==> config.mk <==
export PLATFORM = sky130hd
export DESIGN_NAME = box_motion_controller_flat
export DESIGN_NICKNAME = d
export VERILOG_FILES = /design/src/rtl/box_motion_controller_if.sv /design/src/rtl/box_motion_controller.sv /design/src/flat_wrapper.sv
export SDC_FILE = /design/constraint.sdc
export NUM_CORES = 1
export LEC_CHECK = 0
export ABC_AREA = 0
export CORE_MARGIN = 2
export CORE_UTILIZATION = 52
export DETAILED_ROUTE_END_ITERATION = 10
export GPL_TIMING_DRIVEN = 1
export PLACE_DENSITY = 0.82
export SYNTH_ARGS = -nofsm -noshare
export SYNTH_HDL_FRONTEND = slang
export SYNTH_SLANG_ARGS = --single-unit
==> constraint.sdc <==
create_clock -name clk -period 3.92 [get_ports clk]
set_input_delay 0.392 -clock clk [delete_from_list [all_inputs] [get_ports clk]]
set_output_delay 0.392 -clock clk [all_outputs]
set_load 0.02 [all_outputs]
==> src/rtl/box_motion_controller_if.sv <==
// Control, geometry and position signals between the display generator side and the box motion controller.
interface box_motion_controller_if #(
    parameter int unsigned SPEED_W = 4
);
    logic               enable;
    logic               pause;
    logic               step;
    logic               recenter;
    logic [9:0]         xcounter;
    logic [9:0]         ycounter;
    logic [9:0]         max_x;
    logic [9:0]         max_y;
    logic [9:0]         box_width;
    logic [9:0]         box_height;
    logic [SPEED_W-1:0] speed_x;
    logic [SPEED_W-1:0] speed_y;
    logic [9:0]         box_x_pos;
    logic [9:0]         box_y_pos;
    logic               dir_x;
    logic               dir_y;
    logic               frame_tick;
    logic [7:0]         bounce_count;
    logic               busy;

    // Driver of controls/geometry, consumer of the box position
    modport master (
        output enable, pause, step, recenter, xcounter, ycounter,
               max_x, max_y, box_width, box_height, speed_x, speed_y,
        input  box_x_pos, box_y_pos, dir_x, dir_y, frame_tick, bounce_count, busy
    );

    // The motion controller itself
    modport slave (
        input  enable, pause, step, recenter, xcounter, ycounter,
               max_x, max_y, box_width, box_height, speed_x, speed_y,
        output box_x_pos, box_y_pos, dir_x, dir_y, frame_tick, bounce_count, busy
    );
endinterface

==> src/rtl/box_motion_controller.sv <==
// Per-frame bouncing-box sequencer: advances the box once per vertical blank,
// reflects it off the screen edges and supports pause, single-step and recenter.
module box_motion_controller #(
    parameter logic [9:0]  INIT_X  = 10'd0,
    parameter logic [9:0]  INIT_Y  = 10'd0,
    parameter int unsigned SPEED_W = 4
) (
    input logic                    clk,
    input logic                    reset,
    box_motion_controller_if.slave bus
);
    localparam int unsigned POS_W = 10;
    localparam int unsigned CNT_W = 8;

    typedef enum logic [1:0] {IDLE, WAIT_FRAME, MOVE_X, MOVE_Y} state_t;

    state_t             state, state_n;
    logic [POS_W-1:0]   x_q, x_n, y_q, y_n;
    logic               dx_q, dx_n, dy_q, dy_n;
    logic [CNT_W-1:0]   bc_q, bc_n;
    logic               busy_q, busy_n;
    logic               tick_q, tick_n;
    logic               cond_q, cond_c;
    logic               sp_q, sp_n;
    logic [POS_W-1:0]   ax_pos, ay_pos;
    logic               ax_dir, ay_dir, ax_b, ay_b;

    // One axis of motion: 11-bit unsigned step with edge reflection
    function automatic void axis_step(
        input  logic [POS_W-1:0]   pos,
        input  logic               dir,
        input  logic [SPEED_W-1:0] speed,
        input  logic [POS_W-1:0]   maxv,
        input  logic [POS_W-1:0]   size,
        output logic [POS_W-1:0]   pos_n,
        output logic               dir_n,
        output logic               bounce
    );
        logic [POS_W-1:0] limit;
        logic [POS_W:0]   p, s, n;
        limit  = maxv - size;
        p      = {1'b0, pos};
        s      = 11'(speed);
        n      = p + s;
        pos_n  = pos;
        dir_n  = dir;
        bounce = 1'b0;
        if (size >= maxv) begin
            pos_n = '0;
        end else if (!dir) begin
            if (n >= {1'b0, limit}) begin
                pos_n  = limit;
                dir_n  = 1'b1;
                bounce = 1'b1;
            end else begin
                pos_n = 10'(n);
            end
        end else if (p <= s) begin
            pos_n  = '0;
            dir_n  = 1'b0;
            bounce = 1'b1;
        end else begin
            pos_n = 10'(p - s);
        end
    endfunction

    // Centred position along one axis, or 0 when the box does not fit
    function automatic logic [POS_W-1:0] center(input logic [POS_W-1:0] maxv,
                                                input logic [POS_W-1:0] size);
        if (size >= maxv) return '0;
        return 10'((maxv - size) >> 1);
    endfunction

    assign cond_c = (bus.xcounter == 10'd0) && (bus.ycounter == bus.max_y);

    // Next-state, datapath and output decode
    always_comb begin
        state_n = state;
        x_n     = x_q;
        y_n     = y_q;
        dx_n    = dx_q;
        dy_n    = dy_q;
        bc_n    = bc_q;
        sp_n    = sp_q | bus.step;
        axis_step(x_q, dx_q, bus.speed_x, bus.max_x, bus.box_width, ax_pos, ax_dir, ax_b);
        axis_step(y_q, dy_q, bus.speed_y, bus.max_y, bus.box_height, ay_pos, ay_dir, ay_b);
        case (state)
            IDLE: begin
                if (bus.enable) state_n = WAIT_FRAME;
            end
            WAIT_FRAME: begin
                if (!bus.enable) begin
                    state_n = IDLE;
                end else if (tick_q && (!bus.pause || sp_q)) begin
                    state_n = MOVE_X;
                    sp_n    = bus.step;
                end
            end
            MOVE_X: begin
                x_n     = ax_pos;
                dx_n    = ax_dir;
                if (ax_b) bc_n = bc_q + 8'd1;
                state_n = MOVE_Y;
            end
            MOVE_Y: begin
                y_n     = ay_pos;
                dy_n    = ay_dir;
                if (ay_b) bc_n = bc_q + 8'd1;
                state_n = bus.enable ? WAIT_FRAME : IDLE;
            end
            default: state_n = IDLE;
        endcase
        // Recenter overrides and aborts any update in flight
        if (bus.recenter) begin
            x_n     = center(bus.max_x, bus.box_width);
            y_n     = center(bus.max_y, bus.box_height);
            dx_n    = dx_q;
            dy_n    = dy_q;
            bc_n    = bc_q;
            state_n = bus.enable ? WAIT_FRAME : IDLE;
        end
        busy_n = (state_n == MOVE_X) || (state_n == MOVE_Y);
        tick_n = cond_c && !cond_q;
    end

    // State and output registers
    always_ff @(posedge clk or posedge reset) begin
        if (reset) begin
            state  <= IDLE;
            x_q    <= INIT_X;
            y_q    <= INIT_Y;
            dx_q   <= 1'b0;
            dy_q   <= 1'b0;
            bc_q   <= '0;
            busy_q <= 1'b0;
            tick_q <= 1'b0;
            cond_q <= 1'b0;
            sp_q   <= 1'b0;
        end else begin
            state  <= state_n;
            x_q    <= x_n;
            y_q    <= y_n;
            dx_q   <= dx_n;
            dy_q   <= dy_n;
            bc_q   <= bc_n;
            busy_q <= busy_n;
            tick_q <= tick_n;
            cond_q <= cond_c;
            sp_q   <= sp_n;
        end
    end

    assign bus.box_x_pos    = x_q;
    assign bus.box_y_pos    = y_q;
    assign bus.dir_x        = dx_q;
    assign bus.dir_y        = dy_q;
    assign bus.bounce_count = bc_q;
    assign bus.busy         = busy_q;
    assign bus.frame_tick   = tick_q;
endmodule

==> src/flat_wrapper.sv <==
// flat-port wrapper written by rule: the top's interface ports become plain ports
module box_motion_controller_flat 
#(
    parameter logic [9:0]  INIT_X  = 10'd0,
    parameter logic [9:0]  INIT_Y  = 10'd0,
    parameter int unsigned SPEED_W = 4
)
  (clk, reset, bus_enable, bus_pause, bus_step, bus_recenter, bus_xcounter, bus_ycounter, bus_max_x, bus_max_y, bus_box_width, bus_box_height, bus_speed_x, bus_speed_y, bus_box_x_pos, bus_box_y_pos, bus_dir_x, bus_dir_y, bus_frame_tick, bus_bounce_count, bus_busy);
  box_motion_controller_if #(.SPEED_W(SPEED_W)) bus_i ();
  input logic clk;
  input logic reset;
  input wire logic [$bits(bus_i.enable)-1:0] bus_enable;
  input wire logic [$bits(bus_i.pause)-1:0] bus_pause;
  input wire logic [$bits(bus_i.step)-1:0] bus_step;
  input wire logic [$bits(bus_i.recenter)-1:0] bus_recenter;
  input wire logic [$bits(bus_i.xcounter)-1:0] bus_xcounter;
  input wire logic [$bits(bus_i.ycounter)-1:0] bus_ycounter;
  input wire logic [$bits(bus_i.max_x)-1:0] bus_max_x;
  input wire logic [$bits(bus_i.max_y)-1:0] bus_max_y;
  input wire logic [$bits(bus_i.box_width)-1:0] bus_box_width;
  input wire logic [$bits(bus_i.box_height)-1:0] bus_box_height;
  input wire logic [$bits(bus_i.speed_x)-1:0] bus_speed_x;
  input wire logic [$bits(bus_i.speed_y)-1:0] bus_speed_y;
  output wire logic [$bits(bus_i.box_x_pos)-1:0] bus_box_x_pos;
  output wire logic [$bits(bus_i.box_y_pos)-1:0] bus_box_y_pos;
  output wire logic [$bits(bus_i.dir_x)-1:0] bus_dir_x;
  output wire logic [$bits(bus_i.dir_y)-1:0] bus_dir_y;
  output wire logic [$bits(bus_i.frame_tick)-1:0] bus_frame_tick;
  output wire logic [$bits(bus_i.bounce_count)-1:0] bus_bounce_count;
  output wire logic [$bits(bus_i.busy)-1:0] bus_busy;
  assign bus_i.enable = bus_enable;
  assign bus_i.pause = bus_pause;
  assign bus_i.step = bus_step;
  assign bus_i.recenter = bus_recenter;
  assign bus_i.xcounter = bus_xcounter;
  assign bus_i.ycounter = bus_ycounter;
  assign bus_i.max_x = bus_max_x;
  assign bus_i.max_y = bus_max_y;
  assign bus_i.box_width = bus_box_width;
  assign bus_i.box_height = bus_box_height;
  assign bus_i.speed_x = bus_speed_x;
  assign bus_i.speed_y = bus_speed_y;
  assign bus_box_x_pos = bus_i.box_x_pos;
  assign bus_box_y_pos = bus_i.box_y_pos;
  assign bus_dir_x = bus_i.dir_x;
  assign bus_dir_y = bus_i.dir_y;
  assign bus_frame_tick = bus_i.frame_tick;
  assign bus_bounce_count = bus_i.bounce_count;
  assign bus_busy = bus_i.busy;
  box_motion_controller #(.INIT_X(INIT_X), .INIT_Y(INIT_Y), .SPEED_W(SPEED_W)) u_core (.clk(clk), .reset(reset), .bus(bus_i));
endmodule
# Word level (Yosys, flattened, before mapping)
# Index checks and enable logic that the tools add are counted.
[word_totals]
reg_bits = 36
inputBits = 74
output_inout_bits = 32
word_cells = 94
[classes]
add_sub_neg = 7
order_cmp = 6
n_eq_ne = 8
mux = 44
n_bitwise = 4
reduce_logical = 15
[ops]
columns = ["op", "count"]
rows = [
  ["10-bit 2-to-1 mux", 16],
  ["10-bit by 4-bit adder with 11-bit output", 2],
  ["11-bit by 10-bit greater-or-equal comparator with 1-bit output", 2],
  ["10-bit greater-or-equal comparator", 2],
  ["10-bit by 4-bit less-or-equal comparator with 1-bit output", 2],
  ["1-bit 2-to-1 mux", 20],
  ["10-bit subtractor", 2],
  ["10-bit by 4-bit subtractor with 10-bit output", 2],
  ["8-bit 2-to-1 mux", 2],
  ["8-bit case mux with 2 select lines", 1],
  ["10-bit == test", 1],
  ["10-bit zero test", 1],
  ["8-bit by 1-bit adder with 8-bit output (second input constant)", 1],
  ["2-bit == test (second input constant)", 4],
  ["2-bit 2-to-1 mux", 4],
  ["2-bit case mux with 4 select lines", 1],
  ["3-bit AND reduction", 2],
  ["2-bit nonzero test", 3],
  ["2-bit by 1-bit != test with 1-bit output (second input constant)", 2],
  ["4-bit AND reduction", 1],
  ["1-bit logical AND", 3],
  ["1-bit NOT", 3],
  ["2-bit by 1-bit == test with 1-bit output (second input constant)", 1],
  ["1-bit zero test", 2],
  ["3 further kinds", 4],
]

# Longest topological paths before layout
# Gate-level depths: netlist of the first run.
[logic_depth]
word_depth = 9
depth_mapped = 18

# Least setup slack after synthesis of the first run
# Ideal clock, no wire load.
[synth_path]
path_type = "input to register"
startpoint = "in bus_box_width[1]"
endpoint = "reg u_core.x_q[5], in the netlist u_core.bus.box_x_pos[5]"
setup_ns = 0.133
arrival_time_ns = 3.498
setup_slack_ns = 0.289
stages = 17
n_path_buf = 1
path_cell_list = "inv_1 ha_1 nor2b_1 o21ai_0 a21oi_1 o41a_1 mux2_2 and2_1 ha_1 nor2b_1 a311oi_1 o21ai_1 clkbuf_1 nor3_1 a211oi_1 o211ai_1 o211ai_1"
[synth_via]
elab_chain_len = 7
word_cells_on_any_way = 11
cone_classes = "add/sub (1); order compare (2); mux (8)"
[synth_lines]
columns = ["item", "line", "source"]
rows = [
  ["start, declared", "flat_wrapper.sv:20", "input wire logic [$bits(bus_i.box_width)-1:0] bus_box_width;"],
  ["10-bit subtractor", "box_motion_controller.sv:41, box_motion_controller.sv:71", ""],
  ["11-bit by 10-bit greater-or-equal comparator with 1-bit output", "box_motion_controller.sv:51", "if (n >= {1'b0, limit}) begin"],
  ["10-bit 2-to-1 mux", "box_motion_controller.sv:51", ""],
  ["10-bit 2-to-1 mux", "box_motion_controller.sv:50", "end else if (!dir) begin"],
  ["10-bit 2-to-1 mux", "box_motion_controller.sv:48", "if (size >= maxv) begin"],
  ["10-bit 2-to-1 mux", "box_motion_controller.sv:87", "case (state)"],
  ["10-bit 2-to-1 mux (*)", "box_motion_controller.sv:114", "if (bus.recenter) begin"],
  ["end signal, assigned", "box_motion_controller.sv:141", "x_q <= x_n;"],
  ["end, declared", "box_motion_controller.sv:18", "logic [POS_W-1:0] x_q, x_n, y_q, y_n;"],
]
# Every way passes the cells marked *; elsewhere a longest branch is shown, timed or not. The select of a mux whose other input is x is not followed.
# A chain may end at the register's enable or synchronous reset.

# Worst setup path in the final report of the first run
[layout_path]
startpoint = "in bus_box_height[1]"
endpoint = "reg u_core.y_q[2], in the netlist u_core.bus.box_y_pos[2]"
[layout_via]
elab_chain_len = 7
word_cells_on_any_way = 11
cone_classes = "add/sub (1); order compare (2); mux (8)"
[layout_lines]
columns = ["item", "line", "source"]
rows = [
  ["start, declared", "flat_wrapper.sv:21", "input wire logic [$bits(bus_i.box_height)-1:0] bus_box_height;"],
  ["10-bit subtractor", "box_motion_controller.sv:41, box_motion_controller.sv:71", ""],
  ["11-bit by 10-bit greater-or-equal comparator with 1-bit output", "box_motion_controller.sv:51", ""],
  ["10-bit 2-to-1 mux", "box_motion_controller.sv:51", ""],
  ["10-bit 2-to-1 mux", "box_motion_controller.sv:50", ""],
  ["10-bit 2-to-1 mux", "box_motion_controller.sv:48", ""],
  ["10-bit 2-to-1 mux", "box_motion_controller.sv:87", ""],
  ["10-bit 2-to-1 mux (*)", "box_motion_controller.sv:114", ""],
  ["end signal, assigned", "box_motion_controller.sv:142", "y_q <= y_n;"],
  ["end, declared", "box_motion_controller.sv:18", ""],
]
# Marks and branches as above.

==> metrics.cfg, run 1 <==
[power_and_ir_drop]
p_per_area_mw_per_mm2=372
p_leak_nw=3.24
peakVddDrop_v=0.000283

[cts]
cts_buffer_depth=2
cts_sinks=36
cts_tree=built
ctsHoldBuffers=0
cts.clk_slew.worst_paths_ns=0.08
cts_buffers=5
htreeDepth=2
clk_latency_ns=0.30
cts_root_buf=clkbuf_8

[synth]
synth-compound-area-share_pct=22.5
synth_edf_count=0
synth.area.top_cells=dfrtp_1 (19%), ha_1 (15%), xnor2_1 (5.6%)
async_flop_share_pct=100
synth_cells=587
ys_ff_latch=36
avgSynthCellArea_um2=8.04
yosys.area.top_type=dfrtp_1
synth_nets=723
synthMuxAreaShare_pct=2.20
synth_area_mm2=0.00472
synth_top_cell_area_share_pct=19.1
synthAdderAreaFrac_pct=17.7
yosysWarnings=0
synth_top_family_by_area=compound AO/OA/AOI/OAI gates
synth-simple-area-share_pct=22.2
ys_types=74
ys_seq_area_share_pct=19.1
synth-xor-area-share_pct=10.4
synth_flop_cell=dfrtp_1

[grt]
met3_usage_pct=3.94
globalRoute.busiestLayer=met2
grt_pass1_vias=5392
grt_max_degree=37
grt_pass1_wl_um=25200
gr-usage-met1_pct=35.7
antenna_found_initial=0
use_met2_pct=58.8
overflow=0
grt_usage_pct=31.0

[placement]
gp_congestion=0.974
place_area_mm2=0.00654
place_hpwl_um=11900
port_buffers=105
dp_cells=877

[cells_and_area]
finalNetCount=923
postLayoutCellArea_mm2=0.00698
drive_gt1_share_pct=21.3
post-route-util_pct=79.6
instances_no_fill=896
diodes=0
syn2layout_area_growth_pct=47.9

[sta]
skew_ns=0.00989
timing.hold.ws_ns=0.416
min_period_over_period_pct=97.1
setup_viol=0
fin_crit_ns=3.81
relSlewSlack_pct=38.1
hold_violations=0
tightest_slew_ns=0.929
drv_slew=0
fmax_mhz=263

[critical_path]
cp-start-kind=input port
worstSetupPathType=input port to flop
r2r_start=u_core.bus.box_y_pos[0]$_DFFE_PP0P_
r2r_slack_ns=0.30
critPathMaxFanout=5
crit_buf_inv=4
cpLargestDelayFamily=simple AND/OR/NAND/NOR gates
crit_arrival_ns=4.02
crit_required_ns=4.13
slowest_delay_ns=0.48
slowest_stage=clkdlybuf4s50_1
crit_start=bus_box_height[1]
crit_chain=clkdlybuf4s50_1 > inv_1 > ha_1 > nor2b_1 > o21ai_2 > a21boi_1 > o41ai_2 > buf_4 > mux2i_2 > nor2_1 > ha_1 > and3_4 > buf_4 > a21oi_4 > or4_4 > o22a_1 > o221ai_2
cp-end-kind=flop

[routing]
vias_per_cell=6.06
first_iter_violations=414
totalWireLength_um=16100
drt_pass1_iterations=5
drc=0
wire_per_inst_um=18.0
vias=5434
antenna_left=0

[floorplan]
fp-row-count=34
die_area_mm2=0.00985
pin_count=106
core_mm2=0.00876
start_util_pct=53.9
die_w_um=99.3
die_height_um=99.3

[min_path]
hold_path.startpoint=u_core.cond_q$_DFF_PP0_
holdCritPathClass=flop to flop

[outcome]
outcome=complete, no violations

[run]
cap_violations=0

[metrics by stage]
step | setup slack (ns) | TNS (ns) | power (W)
after detailed placement | -0.425 | -8.65 | 0.00212
final | 0.115 | 0 | 0.00259
after global placement | -0.313 | -5.48 | 0.00207
after floorplan | 0.289 | 0 | 0.00144
after global routing | -0.0471 | -0.156 | 0.00276
after CTS | 0.00635 | 0 | 0.00244
[cell usage in the layout (no fill, tap or decap), drive strengths merged, types with 11 or more instances in the layout]
cell,count
buf,104
nor2b,18
nand3,15
nand2b,11
a21oi,30
clkdlybuf4s50,101
ha,56
o21ai,36
nand4,11
xor2,26
nand2,34
nor2,53
inv,57
xnor2,30
dfrtp,36
[worst reg2reg max path: cells and delay by family (launching register included)]
family	cells	cell delay, ns
xor+xnor	1	0.23
fa+ha+maj	3	0.89
flops	1	0.42
compound gates	6	0.94
simple gates	4	0.72
buf+inv	1	0.05
mux	1	0.26
[cells by family after synthesis]
group	count (synthesis)
AND/OR/NAND/NOR	198
adder cells (fa/ha/maj)	63
multiplexers	10
XOR/XNOR	56
flip-flops	36
AO/OA/AOI/OAI	150
buffers and inverters	74
[synthesized netlist by cell type (all sizes together), types with 7 or more instances]
library cell  instances
a211oi                9
a21o                  9
a21oi                30
and2                  8
and3                  8
clkbuf               14
dfrtp                36
ha                   56
inv                  57
mux2i                 7
nand2                34
nand2b               11
nand3                15
nand4                11
nor2                 53
nor2b                18
nor3                  8
o21ai                36
o221ai                7
xnor2                30
xor2                 26
[cell type report]
cell class / count / area, um2
fillers: 568 / 1790
clock inverters: 3 / 18.8
clock buffers: 5 / 68.8
inverters: 58 / 218
repair buffers: 209 / 1850
well taps: 108 / 135
multi-input cells: 477 / 3790
flip-flops and latches: 36 / 901
[flip-flops by register name (all words and copies together), names as in the netlist]
register                 flops
u_core.bus.box_x_pos        10
u_core.bus.box_y_pos        10
u_core.bus.bounce_count      8
u_core.state                 2
u_core.bus.busy              1
u_core.bus.dir_x             1
u_core.bus.dir_y             1
u_core.bus.frame_tick        1
u_core.cond_q                1
u_core.sp_q                  1
[per-layer routing]
metal | share of wire, % | routed length (um)
met5 | 0 | 0
met4 | 4.0 | 638
met3 | 7.1 | 1140
met2 | 52 | 8440
met1 | 36 | 5870
[final timing paths]
kind | end | depth (start not counted)
min | u_core.bus.frame_tick$_DFF_PP0_ | 1
max reg2reg | u_core.bus.bounce_count[1]$_DFFE_PP0P_ | 16
max in group asynchronous | u_core.bus.box_y_pos[5]$_DFFE_PP0P_ | 3
min in group asynchronous | u_core.bus.bounce_count[0]$_DFFE_PP0P_ | 3
min reg2reg | u_core.bus.frame_tick$_DFF_PP0_ | 1
max | u_core.bus.box_y_pos[2]$_DFFE_PP0P_ | 17
[where the power goes]
part	leakage (nW)	switching, W	internal (W)
Combinational	2.73	0.000911	0.000883
Clock	0.0479	0.000156	0.000124
Sequential	0.464	0.000101	0.000417
[timing repair]
action                                  in CTS  in global routing
setup buffers                                8                  4
pin swaps                                    9                 22
endpoints found under the setup margin      18                 29
gates cloned                                 0                  0
resized for setup                           17                 46
Power figures use the tool's default switching activity.
==> inputs of run 2 (changes only) <==
--- a/config.mk
+++ b/config.mk
@@ -14,3 +14,4 @@
 export SYNTH_ARGS = -nofsm -noshare
 export SYNTH_HDL_FRONTEND = slang
 export SYNTH_SLANG_ARGS = --single-unit
+export TNS_END_PERCENT = 5
==> run 2 against run 1 <==
Clock skew is 0.00070 ns higher; clock-buffer cell count stayed put; global-route usage stayed put; design area is 0.11% higher; final cell count is 0.11% higher; power is 0.29% higher; clock power hardly changed; critical path type unchanged; critical endpoint is now u_core.bus.bounce_count[6]$_DFFE_PP0P_; largest power group unchanged; highest routed layer unchanged.
==> metrics.cfg, run 2 (synthesized netlist as in run 1, its figures left out) <==
[outcome]
outcome=complete, no violations

[placement]
place_hpwl_um=11900
port_buffers=105
dp_cells=877
gp_congestion=0.974

[routing]
antenna_left=0
drc=0
totalWireLength_um=16100
wire_per_inst_um=17.9
vias_per_cell=6.05
vias=5424
drt_pass1_iterations=5
first_iter_violations=371

[cells_and_area]
final_common_cell=buf_4
instances_no_fill=897
drive_gt1_share_pct=21.4
diodes=0
finalNetCount=924
final_cell_mix=buf_4 (102), clkdlybuf4s50_1 (101), inv_1 (56)
syn2layout_area_growth_pct=48.0
fillCellCount=566

[grt]
grt_pass1_wl_um=25200
grt_pass1_vias=5392
overflow=0
antenna_found_initial=0
grt_max_degree=37
grt_usage_pct=31.0

[floorplan]
start_util_pct=53.9
core_mm2=0.00876
pin_count=106
fp-row-count=34
die_height_um=99.3
die_w_um=99.3
die_area_mm2=0.00985

[critical_path]
cp_num_cells=20
cpLargestDelayFamily=buffers and inverters
r2r_cells=16
crit_top_cell=buf_4
crit_arrival_ns=4.05
endpoint=u_core.bus.bounce_count[6]$_DFFE_PP0P_
critPathMaxFanout=5
crit_required_ns=4.15
cp-end-kind=flop
worstSetupPathType=input port to flop
crit_buf_inv=6
slowest_stage=clkdlybuf4s50_1
crit_chain=clkdlybuf4s50_1 > inv_1 > ha_1 > buf_4 > nor2_2 > a21oi_2 > buf_4 > a21o_1 > a21oi_1 > xor2_1 > ha_1 > a211o_1 > a41oi_2 > buf_4 > o211ai_1 > a31o_2 > nand2_2 > buf_6 > nor4b_2 > xor2_1
cp-start-kind=input port
slowest_delay_ns=0.47
r2r_slack_ns=0.24
crit_start=bus_box_width[3]
timing.rr.end=u_core.bus.bounce_count[5]$_DFFE_PP0P_
r2r_start=u_core.bus.box_x_pos[1]$_DFFE_PP0P_

[cts]
htreeDepth=2
cts_root_buf=clkbuf_8
cts_tree=built
cts.clk_slew.worst_paths_ns=0.09
cts_buffer_depth=2
cts_buffers=5
clk_latency_ns=0.30
cts_sinks=36

[run]
cap_violations=0

[sta]
hold_violations=0
min_period_over_period_pct=97.5
fin_crit_ns=3.82
setup_viol=0
rsz0062_at_grt=yes
drv_slew=0
fmax_mhz=262
skew_ns=0.0106
relSlewSlack_pct=37.9
tightest_slew_ns=0.931

[min_path]
holdCritPathClass=flop to flop

[power_and_ir_drop]
p_per_area_mw_per_mm2=372
p_leak_nw=3.25
report.power.total_w=0.00260
peakVddDrop_v=0.000282

==> run 2: layout make-up <==
| cell class | instances | area (um2) | share of cell area (%) |
|---|---|---|---|
| clock buffers | 5 | 68.8 | 0.985 |
| clock inverters | 3 | 18.8 | 0.269 |
| inverters | 58 | 218 | 3.12 |
| multi-input cells | 477 | 3790 | 54.3 |
| flip-flops and latches | 36 | 901 | 12.9 |
| well taps | 108 | 135 | 1.93 |
| repair buffers | 210 | 1850 | 26.5 |
==> run 2: how the worst min path moves through the flow <==
| stage | start | to | depth (start not counted) |
|---|---|---|---|
| after floorplan | u_core.cond_q$_DFF_PP0_ | u_core.bus.frame_tick$_DFF_PP0_ | 1 |
| after global placement | u_core.cond_q$_DFF_PP0_ | u_core.bus.frame_tick$_DFF_PP0_ | 1 |
| after detailed placement | u_core.cond_q$_DFF_PP0_ | u_core.bus.frame_tick$_DFF_PP0_ | 1 |
| after CTS | u_core.cond_q$_DFF_PP0_ | u_core.bus.frame_tick$_DFF_PP0_ | 1 |
| after global routing | u_core.cond_q$_DFF_PP0_ | u_core.bus.frame_tick$_DFF_PP0_ | 1 |
| final | u_core.cond_q$_DFF_PP0_ | u_core.bus.frame_tick$_DFF_PP0_ | 1 |
==> run 2: power breakdown <==
part           internal [W]  switching, W  total, W
registers          0.000417      0.000101  0.000518
clock network      0.000124      0.000155  0.000280
logic              0.000892      0.000911   0.00180
total               0.00143       0.00117   0.00260
==> run 2: per-layer routing <==
| metal | up-vias | part of all wire [%] | global-route usage (%) |
|---|---|---|---|
| met5 | - | 0 | 0 |
| met4 | 0 | 3.8 | 10.6 |
| met3 | 56 | 6.8 | 3.94 |
| met2 | 274 | 53 | 58.8 |
| met1 | 2566 | 37 | 35.7 |
| li1 | 2528 | - | - |
==> run 2: repair_timing <==
action	in CTS	in global routing
setup buffers	8	4
pin swaps	9	22
hold endpoints to repair	0	0
hold buffers	0	0
endpoints found under the setup margin	18	29
gates cloned	0	0
gates resized for setup	17	46
==> run 2: stage by stage <==
step | worst slack [ns] | hold WS, ns | util [%] | cell area [um2] | TNS (ns)
after global placement | -0.313 | 0.384 | 74.6 | 6540 | -5.48
after detailed placement | -0.425 | 0.399 | 74.6 | 6540 | -8.65
final | 0.0974 | 0.416 | 79.7 | 6990 | 0
after global routing | -0.0471 | 0.436 | 79.7 | 6990 | -0.182
after CTS | 0.00635 | 0.409 | 77.0 | 6750 | 0
after floorplan | 0.289 | 0.378 | - | 4720 | 0
